File: config.mk
export PLATFORM = sky130hd
export DESIGN_NAME = svcs_frame_tx
export DESIGN_NICKNAME = d
export VERILOG_FILES = /design/src/rtl/svcs_frame_pkg.sv /design/src/rtl/svcs_rr_arb.sv /design/src/rtl/svcs_frame_tx.sv
export SDC_FILE = /design/constraint.sdc
export NUM_CORES = 1
export LEC_CHECK = 0
export BUFFER_PORTS_ARGS = -buffer_cell sky130_fd_sc_hd__buf_2
export CAP_MARGIN = 15
export CORE_MARGIN = 2
export CORE_UTILIZATION = 36
export CTS_BUF_LIST = sky130_fd_sc_hd__clkbuf_2
export DETAILED_ROUTE_END_ITERATION = 7
export PLACE_DENSITY = 0.59
export SYNTH_ARGS = -nofsm -noshare
export SYNTH_HDL_FRONTEND = slang
export SYNTH_SLANG_ARGS = --single-unit
File: constraint.sdc
create_clock -name clk -period 3.18 [get_ports clk]
set_clock_uncertainty 0.05 [all_clocks]
set_input_delay 0.636 -clock clk [delete_from_list [all_inputs] [get_ports clk]]
set_output_delay 0.636 -clock clk [all_outputs]
set_load 0.02 [all_outputs]
File: src/rtl/svcs_frame_pkg.sv
// svcs_frame_pkg
//   Shared types and header layout for the SVCS message framer.
//   - msg_type_e    : payload type code carried in header bits [1:0]
//   - frame_state_e : framer FSM states
//   - hdr_pack()    : builds a header word of any width up to HDR_MAX_W
package svcs_frame_pkg;

    typedef enum logic [1:0] {
        MT_INT   = 2'd0,
        MT_REAL  = 2'd1,
        MT_INTV  = 2'd2,
        MT_REALV = 2'd3
    } msg_type_e;

    typedef enum logic [1:0] {
        ST_IDLE,
        ST_HDR,
        ST_BODY,
        ST_TRL
    } frame_state_e;

    // Header layout: channel id in the top byte, size above the type code.
    localparam int HDR_TYPE_LSB = 0;
    localparam int HDR_SIZE_LSB = 2;
    localparam int HDR_CH_W     = 8;
    localparam int HDR_MAX_W    = 256;
    localparam int SIZE_MAX_W   = 16;

    // data_w is always a parameter at the call site, so the variable
    // shift folds to constant wiring.
    function automatic logic [HDR_MAX_W-1:0] hdr_pack(
        input int unsigned            data_w,
        input logic [HDR_CH_W-1:0]    ch,
        input logic [SIZE_MAX_W-1:0]  size,
        input msg_type_e              t
    );
        logic [HDR_MAX_W-1:0] w;
        w = '0;
        w = w | (HDR_MAX_W'(ch) << (data_w - HDR_CH_W));
        w = w | (HDR_MAX_W'(size) << HDR_SIZE_LSB);
        w = w | (HDR_MAX_W'(t) << HDR_TYPE_LSB);
        return w;
    endfunction

endpackage

File: src/rtl/svcs_rr_arb.sv
// svcs_rr_arb
//   Round-robin arbiter. The channel after the last granted one has the
//   highest priority; after reset channel 0 is highest.
//   Ports:
//     clk, rst  : clock, async active-high reset
//     req       : per-requestor request
//     upd       : commit the current grant (advance pointer)
//     gnt_idx   : index of the granted requestor
//     gnt_any   : at least one request present
module svcs_rr_arb #(
    parameter int N     = 2,
    parameter int IDX_W = 1
) (
    input  logic             clk,
    input  logic             rst,
    input  logic [N-1:0]     req,
    input  logic             upd,
    output logic [IDX_W-1:0] gnt_idx,
    output logic             gnt_any
);

    logic [IDX_W-1:0] ptr_q;

    // Scan from the pointer, wrapping; first hit wins.
    always_comb begin
        int j;
        j       = 0;
        gnt_any = 1'b0;
        gnt_idx = '0;
        for (int i = 0; i < N; i++) begin
            j = int'(ptr_q) + i;
            if (j >= N) j = j - N;
            if (!gnt_any && req[j]) begin
                gnt_any = 1'b1;
                gnt_idx = IDX_W'(j);
            end
        end
    end

    always_ff @(posedge clk or posedge rst) begin
        if (rst) begin
            ptr_q <= '0;
        end else if (upd && gnt_any) begin
            if (gnt_idx == IDX_W'(N-1)) ptr_q <= '0;
            else                        ptr_q <= gnt_idx + IDX_W'(1);
        end
    end

endmodule

File: src/rtl/svcs_frame_tx.sv
// svcs_frame_tx
//   Multi-channel message framer. Serialises one request at a time onto a
//   valid/ready word stream as header, payload elements and an optional
//   XOR checksum trailer.
//   Ports:
//     clk, rst                       : clock, async active-high reset
//     ch_valid/ch_ready              : per-channel handshake
//     ch_type/ch_size/ch_data        : per-channel request and current element
//     out_valid/out_ready            : output stream handshake
//     out_data/out_last/out_ch       : output word, end-of-frame, channel id
//     err_size                       : sticky, a vector size was clamped
module svcs_frame_tx
    import svcs_frame_pkg::*;
#(
    parameter  int DATA_W   = 32,
    parameter  int MAX_ELEM = 16,
    parameter  int NUM_CH   = 2,
    parameter  bit CHK_EN   = 1'b1,
    localparam int SIZE_W   = $clog2(MAX_ELEM + 1)
) (
    input  logic                           clk,
    input  logic                           rst,
    input  logic [NUM_CH-1:0]              ch_valid,
    output logic [NUM_CH-1:0]              ch_ready,
    input  logic [NUM_CH-1:0][1:0]         ch_type,
    input  logic [NUM_CH-1:0][SIZE_W-1:0]  ch_size,
    input  logic [NUM_CH-1:0][DATA_W-1:0]  ch_data,
    output logic                           out_valid,
    input  logic                           out_ready,
    output logic [DATA_W-1:0]              out_data,
    output logic                           out_last,
    output logic [7:0]                     out_ch,
    output logic                           err_size
);

    localparam int IDX_W = (NUM_CH > 1) ? $clog2(NUM_CH) : 1;

    frame_state_e      state_q, state_d;
    msg_type_e         typ_q;
    logic [SIZE_W-1:0] size_q;
    logic [IDX_W-1:0]  gidx_q;
    logic [SIZE_W-1:0] cnt_q;
    logic [DATA_W-1:0] chk_q;
    logic              err_q;

    logic [IDX_W-1:0]  gnt_idx;
    logic              gnt_any;
    logic              arb_upd;

    logic [1:0]        req_type;
    logic [SIZE_W-1:0] req_size;
    logic [SIZE_W-1:0] eff_size;
    logic              clamp;
    logic              hs;
    logic              last_elem;
    logic [DATA_W-1:0] hdr_word;

    svcs_rr_arb #(
        .N     (NUM_CH),
        .IDX_W (IDX_W)
    ) u_arb (
        .clk     (clk),
        .rst     (rst),
        .req     (ch_valid),
        .upd     (arb_upd),
        .gnt_idx (gnt_idx),
        .gnt_any (gnt_any)
    );

    // Scalars always carry one element; vectors are clamped to MAX_ELEM.
    always_comb begin
        req_type = ch_type[gnt_idx];
        req_size = ch_size[gnt_idx];
        eff_size = req_size;
        clamp    = 1'b0;
        if (!req_type[1]) begin
            eff_size = SIZE_W'(1);
        end else if (req_size > SIZE_W'(MAX_ELEM)) begin
            eff_size = SIZE_W'(MAX_ELEM);
            clamp    = 1'b1;
        end
    end

    assign hdr_word  = DATA_W'(hdr_pack(DATA_W, HDR_CH_W'(gidx_q),
                                        SIZE_MAX_W'(size_q), typ_q));
    assign last_elem = (cnt_q == size_q - SIZE_W'(1));
    assign arb_upd   = (state_q == ST_IDLE);

    always_comb begin
        state_d   = state_q;
        out_valid = 1'b0;
        out_data  = '0;
        out_last  = 1'b0;
        ch_ready  = '0;
        hs        = 1'b0;
        case (state_q)
            ST_IDLE: begin
                if (gnt_any) state_d = ST_HDR;
            end
            ST_HDR: begin
                out_valid = 1'b1;
                out_data  = hdr_word;
                hs        = out_ready;
                if (size_q == '0) begin
                    // Empty vector: the header handshake retires the request.
                    ch_ready[gidx_q] = out_ready;
                    out_last         = !CHK_EN;
                    if (hs) state_d = CHK_EN ? ST_TRL : ST_IDLE;
                end else if (hs) begin
                    state_d = ST_BODY;
                end
            end
            ST_BODY: begin
                // Elements pass straight through from the granted producer.
                out_valid        = ch_valid[gidx_q];
                out_data         = ch_data[gidx_q];
                ch_ready[gidx_q] = out_ready;
                out_last         = last_elem && !CHK_EN;
                hs               = out_valid && out_ready;
                if (hs && last_elem) state_d = CHK_EN ? ST_TRL : ST_IDLE;
            end
            ST_TRL: begin
                out_valid = 1'b1;
                out_data  = chk_q;
                out_last  = 1'b1;
                hs        = out_ready;
                if (hs) state_d = ST_IDLE;
            end
            default: state_d = ST_IDLE;
        endcase
    end

    always_ff @(posedge clk or posedge rst) begin
        if (rst) begin
            state_q <= ST_IDLE;
            typ_q   <= MT_INT;
            size_q  <= '0;
            gidx_q  <= '0;
            cnt_q   <= '0;
            chk_q   <= '0;
            err_q   <= 1'b0;
        end else begin
            state_q <= state_d;
            case (state_q)
                ST_IDLE: begin
                    if (gnt_any) begin
                        typ_q  <= msg_type_e'(req_type);
                        size_q <= eff_size;
                        gidx_q <= gnt_idx;
                        cnt_q  <= '0;
                        chk_q  <= '0;
                        if (clamp) err_q <= 1'b1;
                    end
                end
                ST_BODY: begin
                    if (hs) begin
                        cnt_q <= cnt_q + SIZE_W'(1);
                        chk_q <= chk_q ^ ch_data[gidx_q];
                    end
                end
                default: ;
            endcase
        end
    end

    assign out_ch   = 8'(gidx_q);
    assign err_size = err_q;

endmodule

==> summary.txt, run 1 <==
Synth
  – Post-synth EDFFs: 0
  – Post-synthesis cell type count: 45
  – Ys async rst share: 100%
  – Top FF cell, synth: dfrtp_1
  – Cell area after synthesis: 0.00369 sq mm
  – Synth Warn #: 0
  – Seq cells post-synth: 49
  – Syn_area_per_cell: 8.76 sq um
  – Cells after Synth: 421
  – Seq/Total Area, Yosys: 33.2%

Placed design
  – IO Port Bufs: 120
  – DP Area: 0.00435 sq mm
  – GPL Wtd Cong: 0.854
  – HPWL after detailed placement: 7.22 mm

Timing
  – WHS: 0.287 ns
  – Final setup TNS: 0 ns
  – Final min period: 2.93 ns
  – Final setup viols: 0
  – Final Cycle Share: 92.3%
  – Fin. Hold Viols: 0
  – Worst-margin pin slew: 0.807 ns
  – Slew headroom: 46.1%
  – Fmax achieved: 341 MHz
  – Fin. max-slew vios: 0
  – RSZ-0062 raised after global routing: no

Clocking
  – Num CTS Buffers: 5
  – Root buffer cell: clkbuf_2
  – Clk sinks: 49
  – Skew-Pair Late Insertion Delay: 0.42 ns
  – Clk slew on worst S/H paths: 0.23 ns
  – H-tree levels: 2
  – TritonCTS clock tree: yes
  – Clock buffer depth: 2
  – Hold_buf cts: 0

Die
  – # rows: 36
  – Num ports: 128
  – Initial core utilization: 37.4%
  – Die X: 105 microns
  – Die height: 105 microns
  – CORE AREA: 0.00986 sq mm
  – Die area: 0.0111 sq mm

Global routing
  – GR Util All Layers: 17.8%
  – First-pass GRT wire length: 16.4 mm
  – GRT Residual Overflow: 0
  – Largest net degree at the start of global routing: 38
  – Initial antenna violation count: 0
  – Vias in the first global route: 3412

Cells and area
  – Ratio of cells with drive above 1 in the final layout: 34.4%
  – Final Net Count: 613
  – Diode count: 0
  – Fin area: 0.00439 sq mm
  – Area Growth Syn to Fin: 19.1%

Detailed routing
  – Iteration-0 DRC Markers: 188
  – TritonRoute pass-1 iters: 5
  – Routed len/inst: 15.3 microns
  – Routed WL: 10.0 mm
  – Vias per cell: 5.41
  – Vias: 3550
  – Residual DRC: 0
  – Post-DRT Antenna Nets: 0

Setup path
  – End point of the critical path: out_data[25]
  – R2r startpoint: state_q[1]
  – Worst R2R Setup Slack: 0.55 ns
  – Crit start category: flop
  – CP arrival: 2.25 ns
  – Worst Setup SP: gidx_q
  – WP data required: 2.49 ns
  – Crit-path max FO: 22
  – Critical path capture point type: output port
  – Worst r2r path cells: 7
  – Critical path class: flop to output port
  – R2R Path End: chk_q[4]

Power
  – PD cells: 932 mW/mm^2
  – Internal Power: 2.03 mW
  – Net Sw Frac: 50.5%
  – P_sw: 2.07 mW
  – Flop pwr share: 27.3%
  – Clock power share: 6.0%
  – P_leak: 2.04 nW
  – Worst VDD drop: 0.000328 V
  – Combinational power share: 66.7%

Run status
  – Outcome: completed

Min path
  – Worst Hold Class: primary input to async pin

Flow run
  – Max Cap Violations: 0
[placed cells by master, fill, tap and decap left out, drive strengths merged, types with 2 or more instances in the layout]
master / synthesis / routed
mux2: 34 / 34
buf: 17 / 131
inv: 8 / 8
a21oi: 36 / 36
a222oi: 8 / 8
nor3: 35 / 35
conb: 1 / 7
mux2i: 38 / 38
nand2: 13 / 13
xnor2: 3 / 3
o211ai: 2 / 2
nand4: 2 / 2
nor2b: 2 / 2
nor2: 39 / 39
dfrtp: 49 / 49
clkbuf: 25 / 6
a31oi: 2 / 2
o21ai: 12 / 12
ha: 7 / 7
nand2b: 2 / 2
nand3: 37 / 37
or2: 4 / 4
a21o: 3 / 3
xor2: 3 / 3
a22oi: 25 / 25
[Yosys cell counts, drive strengths merged, types with 2 or more instances]
cell    count  area, sq um
a21oi      36          180
a22oi      25          188
o211ai      2         15.0
nor2b       2         12.5
nand2b      2         12.5
nand3      37          185
clkbuf     25         93.8
nand4       2         12.5
mux2i      38          380
xor2        3         26.3
nor3       35          175
ha          7         87.6
a222oi      8         80.1
xnor2       3         26.3
or2         4         25.0
mux2       34          387
nor2       39          146
nand2      13         48.8
buf        17          133
inv         8         30.0
dfrtp      49         1230
o21ai      12         60.1
a31oi       2         12.5
a21o        3         22.5
[critical path, stage by stage (launching register included)]
cell and delay, ns:
dfrtp_2 0.78, buf_4 0.28, mux2_2 0.38, a22oi_1 0.17, nor2_1 0.05, buf_2 0.17
[registers in the layout, indices dropped and copies added (netlist names)]
register / count
typ_q: 2
err_size: 1
chk_q: 32
state_q: 2
size_q: 5
cnt_q: 5
gidx_q: 1
u_arb.ptr_q: 1
[layout make-up]
| class | count | area [sq um] |
|---|---|---|
| Clock inverter | 1 | 3.75 |
| Sequential cell | 49 | 1230 |
| Multi-Input combinational cell | 328 | 2250 |
| Fill cell | 977 | 5470 |
| Clock buffer | 6 | 30.0 |
| Timing Repair Buffer | 131 | 683 |
| Inverter | 8 | 30.0 |
| Tap cell | 133 | 166 |
[cells by family after synthesis]
kind of cell               count (synthesis)  share of synthesized area, %
xor gates and xnor gates                   6                          1.42
DFF                                       49                          33.2
and+or+nand+nor                          140                          18.0
AOI/OAI and AO/OA                         96                          17.1
other                                      1                         0.102
muxes                                     72                          20.8
adders and majority gates                  7                          2.37
buffers and inverters                     50                          6.95
[metal layers]
| layer | track usage (%) | part of all wire (%) | vias to the layer above |
|---|---|---|---|
| li1 | - | - | 1743 |
| met1 | 22.6 | 45 | 1683 |
| met2 | 31.4 | 48 | 114 |
| met3 | 3.03 | 5.8 | 10 |
| met4 | 4.10 | 1.2 | 0 |
| met5 | 0 | 0 | - |
[power groups by stage]
stage / clock [mW] / sequential [mW] / combinational, mW
floorplan: 0 / 1.01 / 2.19
global placement: 0 / 1.11 / 2.69
detailed placement: 0 / 1.13 / 2.75
CTS: 0.254 / 1.11 / 2.75
global route: 0.275 / 1.15 / 3.02
finish: 0.246 / 1.12 / 2.73
[worst min-delay path by stage]
stage,cells past startpoint,startpoint,endpoint
after floorplan,1,typ_q[1],typ_q[1]
after global placement,1,err_size,err_size
after detailed placement,1,err_size,err_size
after CTS,2,rst,u_arb.ptr_q
after global routing,2,rst,chk_q[24]
final,2,rst,chk_q[4]
[through the flow]
stage          setup WS [ns]  utilization (%)  power [mW]  instances
2_1_floorplan          0.774                -        3.20        427
3_3_place_gp           0.414             44.1        3.80        649
3_5_place_dp           0.286             44.1        3.87        649
4_1_cts               0.0347             44.4        4.12        656
5_1_grt               0.0401             44.5        4.45        656
6_report               0.245             44.5        4.09        656
[repair_timing]
| item | in CTS | in global routing |
|---|---|---|
| setup endpoints to repair | 0 | 12 |
| gates resized for setup | 0 | 2 |
| setup buffers | 0 | 0 |
Power figures use the tool's default switching activity.
==> inputs of run 2 (changes only) <==
Settings changed: CELL_PAD_IN_SITES_DETAIL_PLACEMENT set to 2, CELL_PAD_IN_SITES_GLOBAL_PLACEMENT set to 2, CORE_UTILIZATION 36 to 32, PLACE_DENSITY 0.59 to 0.86, SYNTH_HIERARCHICAL set to 1.
==> summary.txt, run 2 <==
Global routing
  – Largest net degree at the start of global routing: 30 (-21%)
  – Vias in the first global route: 3694 (+8.3%)
  – GRT Residual Overflow: 0 (unchanged)
  – First-pass GRT wire length: 18.9 mm (+15%)
  – GR Util All Layers: 19.9% (+2.1 points)
  – Initial antenna violation count: 0 (unchanged)

Detailed routing
  – Routed len/inst: 17.9 microns (+17%)
  – TritonRoute pass-1 iters: 4 (-1)
  – Vias: 3373 (-5.0%)
  – Met2 Wirelength: 5.94 mm (+23%)
  – Post-DRT Antenna Nets: 0 (unchanged)
  – Met3 wire length: 603 microns (+3.3%)
  – Residual DRC: 0 (unchanged)
  – Iteration-0 DRC Markers: 155 (-18%)
  – Met1 WL: 5.00 mm (+12%)
  – Top sig layer: met4
  – Routed WL: 11.6 mm (+16%)
  – Vias per cell: 5.20 (-4.0%)

Setup path
  – Crit start category: flop
  – R2r startpoint: state_q[0]
  – Worst R2R Setup Slack: 0.58 ns (+0.03 ns)
  – Top Family by Delay on Critical Path: flip-flops
  – Crit-path max FO: 21 (-4.5%)
  – Worst-path cell chain: buf_4 > mux2i_1 > o21ai_0 > and2_1 > buf_2
  – CP arrival: 2.25 ns (about the same)
  – R2R Path End: chk_q[16]
  – CP max stage delay: 0.76 ns (-0.02 ns)
  – Critical path class: flop to output port
  – Buf/Inv on CP: 2 (unchanged)
  – CP max stage cell: dfrtp_2
  – Critical path capture point type: output port
  – Worst r2r path cells: 8 (+1)
  – WP data required: 2.49 ns (about the same)

Cells and area
  – Final Net Count: 597 (-2.6%)
  – Most common cell after layout, fill and taps aside: buf_2
  – Largest registers: chk_q: 32 flops, cnt_q: 5 flops, size_q: 5 flops
  – Diode count: 0 (unchanged)
  – Ratio of cells with drive above 1 in the final layout: 34.8% (+0.36 points)
  – Commonest non-fill, non-tap cells in the layout: 120 x buf_2, 65 x nor2_1, 48 x dfrtp_1
  – # fillers: 1232 (+26%)
  – Reg with most FFs: chk_q
  – Post-layout util: 40.0% (-4.5 points)
  – Number of flip-flops in the largest register: 32 (unchanged)
  – Area Growth Syn to Fin: 21.9%

Synth
  – XOR/XNOR Fraction of Synth Area: 9.85% (+8.4 points)
  – Largest family of logic cells by synthesized area: compound AO/OA/AOI/OAI gates
  – Count leader, synth: nor2_1
  – Synth Warn #: 6 (+6)
  – Syn_area_per_cell: 8.96 sq um (+2.3%)
  – Synth area leader: dfrtp_1
  – Seq/Total Area, Yosys: 34.5% (+1.2 points)
  – Synth top area share: 34.5% (+1.2 points)
  – Post-Synth Simple-Gate Area: 13.9% (-4.1 points)
  – Post-synthesis compound-gate area fraction: 20.5% (+3.4 points)
  – Top FF cell, synth: dfrtp_1
  – Post-synth EDFFs: 0 (unchanged)
  – Cells after Synth: 397 (-5.7%)
  – Seq cells post-synth: 49 (unchanged)
  – Post-synthesis cell type count: 48 (+6.7%)
  – Adder-Cell Fraction of Synth Area: 2.11% (-0.26 points)
  – Cell area after synthesis: 0.00356 sq mm (-3.5%)
  – Post-synth top cells: 66 x nor2_1, 49 x dfrtp_1, 37 x xnor2_1
  – Ys async rst share: 100% (unchanged)
  – Top area cells in the synthesized netlist: dfrtp_1 34%, xnor2_1 9.1%, mux2_2 7.9%
  – Mux contribution to synthesized area: 12.0% (-8.8 points)

Run status
  – Outcome: completed

Timing
  – Slew headroom: 56.1% (+9.9 points)
  – Worst-margin pin slew: 0.658 ns (-0.149 ns)
  – Fin. Hold Viols: 0 (unchanged)
  – Final setup viols: 0 (unchanged)
  – Fin. max-slew vios: 0 (unchanged)
  – Fmax achieved: 341 MHz (about the same)
  – Final Cycle Share: 92.3% (about the same)
  – Final min period: 2.94 ns (+0.000770 ns)
  – RSZ-0062 raised after global routing: no
  – Final setup TNS: 0 ns (unchanged)

Flow run
  – Max Cap Violations: 0 (unchanged)

Die
  – Die X: 109 microns (+4.0%)
  – Num ports: 128 (unchanged)
  – Die height: 109 microns (+4.0%)
  – CORE AREA: 0.0108 sq mm (+9.9%)
  – Initial core utilization: 32.8% (-4.6 points)
  – # rows: 38 (+5.6%)
  – Die area: 0.0120 sq mm (+8.2%)

Min path
  – Hold Path Stages: 2
  – HP Start: ch_valid[1]
  – Worst Hold Class: primary input to flop

Clocking
  – H-tree levels: 2 (unchanged)
  – Root buffer cell: clkbuf_2
  – Clk slew on worst S/H paths: 0.23 ns (about the same)
  – Num CTS Buffers: 5 (unchanged)
  – TritonCTS clock tree: yes
  – Skew-Pair Late Insertion Delay: 0.42 ns (about the same)
  – Clock buffer depth: 2 (unchanged)
  – Clk sinks: 49 (unchanged)

Power
  – Worst VDD drop: 0.000297 V (-9.3%)
  – Combinational power share: 65.2% (-1.5 points)
  – PD cells: 927 mW/mm^2 (-0.48%)
  – Net Sw Frac: 50.4% (-0.098 points)
  – Clock power share: 6.6% (+0.6 points)
  – Internal Power: 2.00 mW (-1.6%)
  – Flop pwr share: 28.2% (+0.9 points)
  – P_leak: 2.07 nW (+1.6%)
  – P_sw: 2.02 mW (-2.0%)

Placed design
  – IO Port Bufs: 120 (unchanged)
  – GPL Wtd Cong: 0.786 (-7.9%)
  – HPWL after detailed placement: 8.93 mm (+24%)
-- run 2: cell types whose count changed in the layout (fill, tap and decap cells not counted), sizes merged, moves of 8 or more --
cell,change
xnor2,+34
a21boi,+24
mux2,-8
mux2i,-25
nand3,-29
nor3,-32
nor2,+27
and2,+9
a21oi,-20
-- run 2: what timing repair did --
item	4_1_cts	5_1_grt
setup buffers	0	0
hold buffers	1	0
endpoints found under the hold margin	1	0
gates resized for setup	0	0
-- run 2: how the worst max path moves through the flow --
stage                     from            to  slack [ns]  depth (start not counted)
global route            gidx_q  out_data[28]        0.07                          5
finish                  gidx_q  out_data[28]        0.24                          5
floorplan           state_q[1]  out_data[11]        0.65                          6
detailed placement  state_q[0]     chk_q[11]        0.60                          8
global placement    state_q[0]     chk_q[11]        0.78                          8
CTS                     gidx_q  out_data[28]        0.20                          5
-- run 2: cell type report --
| cell class | instances | area, sq um | area share (%) |
|---|---|---|---|
| Multi-Input combinational cell | 306 | 2120 | 48.8 |
| Sequential cell | 49 | 1230 | 28.3 |
| Timing Repair Buffer | 134 | 733 | 16.9 |
| Tap cell | 140 | 175 | 4.04 |
| Inverter | 12 | 45.0 | 1.04 |
| Clock buffer | 8 | 40.0 | 0.923 |
-- run 2: cells by family (layout without fill, tap and decap cells) --
kind of cell,after synthesis,after routing
buf+inv,48,154
fa+ha+maj,6,6
xor+xnor,40,40
mux,39,39
simple gates,113,113
flops,49,49
other cells,1,7
compound gates,101,101
-- run 2: worst reg2reg max path, stage by stage, from the launching register on --
cell	delay (ns)
dfrtp_1	0.45
inv_1	0.11
ha_1	0.22
inv_1	0.32
nand3_1	0.51
buf_12	0.35
a21boi_0	0.26
xnor2_1	0.18
nor2_1	0.06
-- run 2: layer usage --
metal / vias to the layer above / global-route usage (%)
met4: 0 / 2.98
met5: - / 0
li1: 1583 / -
met1: 1678 / 24.8
met3: 8 / 2.73
met2: 104 / 37.1
-- run 2: power by group through the flow --
stage               Combinational (mW)  Clock (mW)  Sequential [mW]
floorplan                         1.93           0             1.04
global placement                  2.52           0             1.12
detailed placement                2.63           0             1.15
CTS                               2.65       0.277             1.13
global route                      2.91       0.294             1.17
finish                            2.62       0.264             1.13
-- run 2: stage by stage --
| stage | hold slack [ns] | setup slack [ns] | total power [mW] | cell area, sq um | std cells |
|---|---|---|---|---|---|
| CTS | 0.360 | 0.201 | 4.07 | 4340 | 649 |
| floorplan | 0.315 | 0.647 | 2.97 | 3580 | 403 |
| detailed placement | 0.411 | 0.602 | 3.78 | 4290 | 640 |
| finish | 0.381 | 0.244 | 4.02 | 4340 | 649 |
| global route | 0.367 | 0.0723 | 4.38 | 4340 | 649 |
| global placement | 0.393 | 0.782 | 3.64 | 4290 | 640 |
==> inputs of run 3 (changes only) <==
Settings changed: CELL_PAD_IN_SITES_DETAIL_PLACEMENT 2 to unset, CELL_PAD_IN_SITES_GLOBAL_PLACEMENT 2 to unset, CORE_UTILIZATION 32 to 36, PLACE_DENSITY 0.86 to 0.59.
==> summary.txt, run 3 (same netlist as run 2, synthesis figures left out) <==
Clocking
  – TritonCTS clock tree: yes
  – H-tree levels: 2 (unchanged)
  – Clk slew on worst S/H paths: 0.27 ns (+0.04 ns)
  – Skew-Pair Late Insertion Delay: 0.44 ns (+0.02 ns)
  – Clk sinks: 49 (unchanged)
  – Num CTS Buffers: 5 (unchanged)
  – Root buffer cell: clkbuf_2
  – Buffer count from post-CTS setup fixing: 0 (unchanged)
  – Clock buffer depth: 2 (unchanged)

Cells and area
  – Commonest non-fill, non-tap cells in the layout: 120 x buf_2, 65 x nor2_1, 48 x dfrtp_1
  – Reg with most FFs: chk_q
  – Final Net Count: 596 (-0.17%)
  – Non-filler cells, final: 641 (-1.2%)
  – Post-layout util: 44.7% (+4.7 points)
  – # fillers: 1021 (-17%)
  – Area Growth Syn to Fin: 21.6%
  – Most common cell after layout, fill and taps aside: buf_2
  – Ratio of cells with drive above 1 in the final layout: 34.4% (-0.33 points)
  – Number of flip-flops in the largest register: 32 (unchanged)
  – Fin area: 0.00433 sq mm (-0.26%)
  – Largest registers: chk_q: 32 flops, cnt_q: 5 flops, size_q: 5 flops
  – Diode count: 0 (unchanged)

Global routing
  – Initial antenna violation count: 0 (unchanged)
  – GRT Residual Overflow: 0 (unchanged)
  – First-pass GRT wire length: 15.1 mm (-20%)
  – Largest net degree at the start of global routing: 36 (+20%)
  – Vias in the first global route: 3220 (-13%)
  – GR Util All Layers: 17.8% (-2.1 points)

Placed design
  – HPWL after detailed placement: 6.63 mm (-26%)
  – IO Port Bufs: 120 (unchanged)
  – GPL Wtd Cong: 0.837 (+6.5%)
  – DP Area: 0.00427 sq mm (-0.38%)
  – Setup WS pre-CTS: 0.590 ns (-0.0119 ns)
  – Cell total after placement: 632 (-1.3%)

Setup path
  – CP max stage delay: 0.74 ns (-0.02 ns)
  – Critical path class: flop to output port
  – Critical path capture point type: output port
  – CP max stage cell: dfrtp_4
  – WP data required: 2.49 ns (about the same)
  – CP arrival: 2.23 ns (-0.02 ns)
  – Worst-path cell chain: buf_4 > mux2_2 > a22oi_1 > nor2_1 > buf_2
  – Crit start category: flop
  – Crit-path max FO: 25 (+19%)

Timing
  – Final Cycle Share: 91.6% (-0.73 points)
  – Final setup TNS: 0 ns (unchanged)
  – Slew headroom: 53.5% (-2.6 points)
  – RSZ-0062 raised after global routing: no
  – WHS: 0.322 ns (-0.0586 ns)
  – Fin. max-slew vios: 0 (unchanged)
  – Final min period: 2.91 ns (-0.0231 ns)
  – Worst-margin pin slew: 0.697 ns (+0.0390 ns)
  – Final setup viols: 0 (unchanged)
  – Fin. Hold Viols: 0 (unchanged)
  – Final Worst Setup Slack: 0.268 ns (+0.0231 ns)
  – Fmax achieved: 343 MHz (+0.79%)

Flow run
  – Max Cap Violations: 0 (unchanged)

Detailed routing
  – Routed len/inst: 14.4 microns (-20%)
  – Residual DRC: 0 (unchanged)
  – Iteration-0 DRC Markers: 108 (-30%)
  – Vias per cell: 4.99 (-4.1%)
  – TritonRoute pass-1 iters: 5 (+1)
  – Post-DRT Antenna Nets: 0 (unchanged)
  – Routed WL: 9.23 mm (-21%)
  – Vias: 3196 (-5.2%)

Min path
  – Worst Hold Class: primary input to flop

Power
  – Design Power: 3.89 mW (-3.2%)
  – Worst VDD drop: 0.000419 V (+41%)
  – P_leak: 2.06 nW (-0.41%)
  – PD cells: 900 mW/mm^2 (-2.9%)

Die
  – CORE AREA: 0.00968 sq mm (-11%)
  – Num ports: 128 (unchanged)
  – Initial core utilization: 36.7% (+3.9 points)
  – Die height: 103 microns (-5.5%)
  – # rows: 36 (-5.3%)
  – Die X: 103 microns (-5.5%)
  – Die area: 0.0107 sq mm (-11%)

Run status
  – Outcome: completed
[run 3: changes by cell type in the layout (fill, tap and decap cells not counted)]
cell	change
clkinv_4	+1
clkinv_2	+1
buf_4	-1
clkbuf_2	-3
dfrtp_4	+1
clkinv_1	+1
dfrtp_2	-1
[run 3: path summary, 6_finish.rpt]
check | start | endpoint | slack [ns] | cells after the start
max in group asynchronous | rst | chk_q[21] | 1.66 | 4
worst min register to register | flop | flop | 0.46 | 1
worst max register to register | state_q[0] | chk_q[4] | 0.56 | 7
worst max-delay path | gidx_q | out_data[14] | 0.27 | 5
min in group asynchronous | rst | async pin | 0.48 | 3
worst min-delay path | ch_valid[1] | flop | 0.32 | 2
[run 3: final cells by class]
| cell class | count | area (sq um) | area share, % |
|---|---|---|---|
| sequential | 49 | 1230 | 28.4 |
| timing repair buffer | 133 | 726 | 16.8 |
| tap | 133 | 166 | 3.85 |
| clock inverter | 3 | 17.5 | 0.405 |
| multi-input combinational | 306 | 2120 | 48.9 |
| clock buffer | 5 | 25.0 | 0.579 |
| inverter | 12 | 45.0 | 1.04 |
[run 3: report_power, final]
part           internal, mW  switching (mW)  total [mW]
registers             0.874           0.268        1.14
logic                  1.05            1.44        2.49
clock network        0.0522           0.210       0.262
total                  1.98            1.92        3.89
[run 3: per-layer routing]
layer / part of all wire (%) / GRT usage [%]
met2: 47 / 31.7
met1: 45 / 23.5
met4: 0.57 / 3.04
met3: 7.2 / 2.22
met5: 0 / 0
[run 3: timing repair]
item	4_1_cts	5_1_grt
hold endpoints to repair	1	0
hold buffers	1	0
setup endpoints to repair	0	11
gates resized for setup	0	1
[run 3: worst max-delay path, delay by kind of cell (launching register included)]
| family | cells | cell delay [ns] |
|---|---|---|
| compound gates | 1 | 0.17 |
| buf+inv | 2 | 0.45 |
| flops | 1 | 0.74 |
| mux | 1 | 0.37 |
| simple gates | 1 | 0.06 |
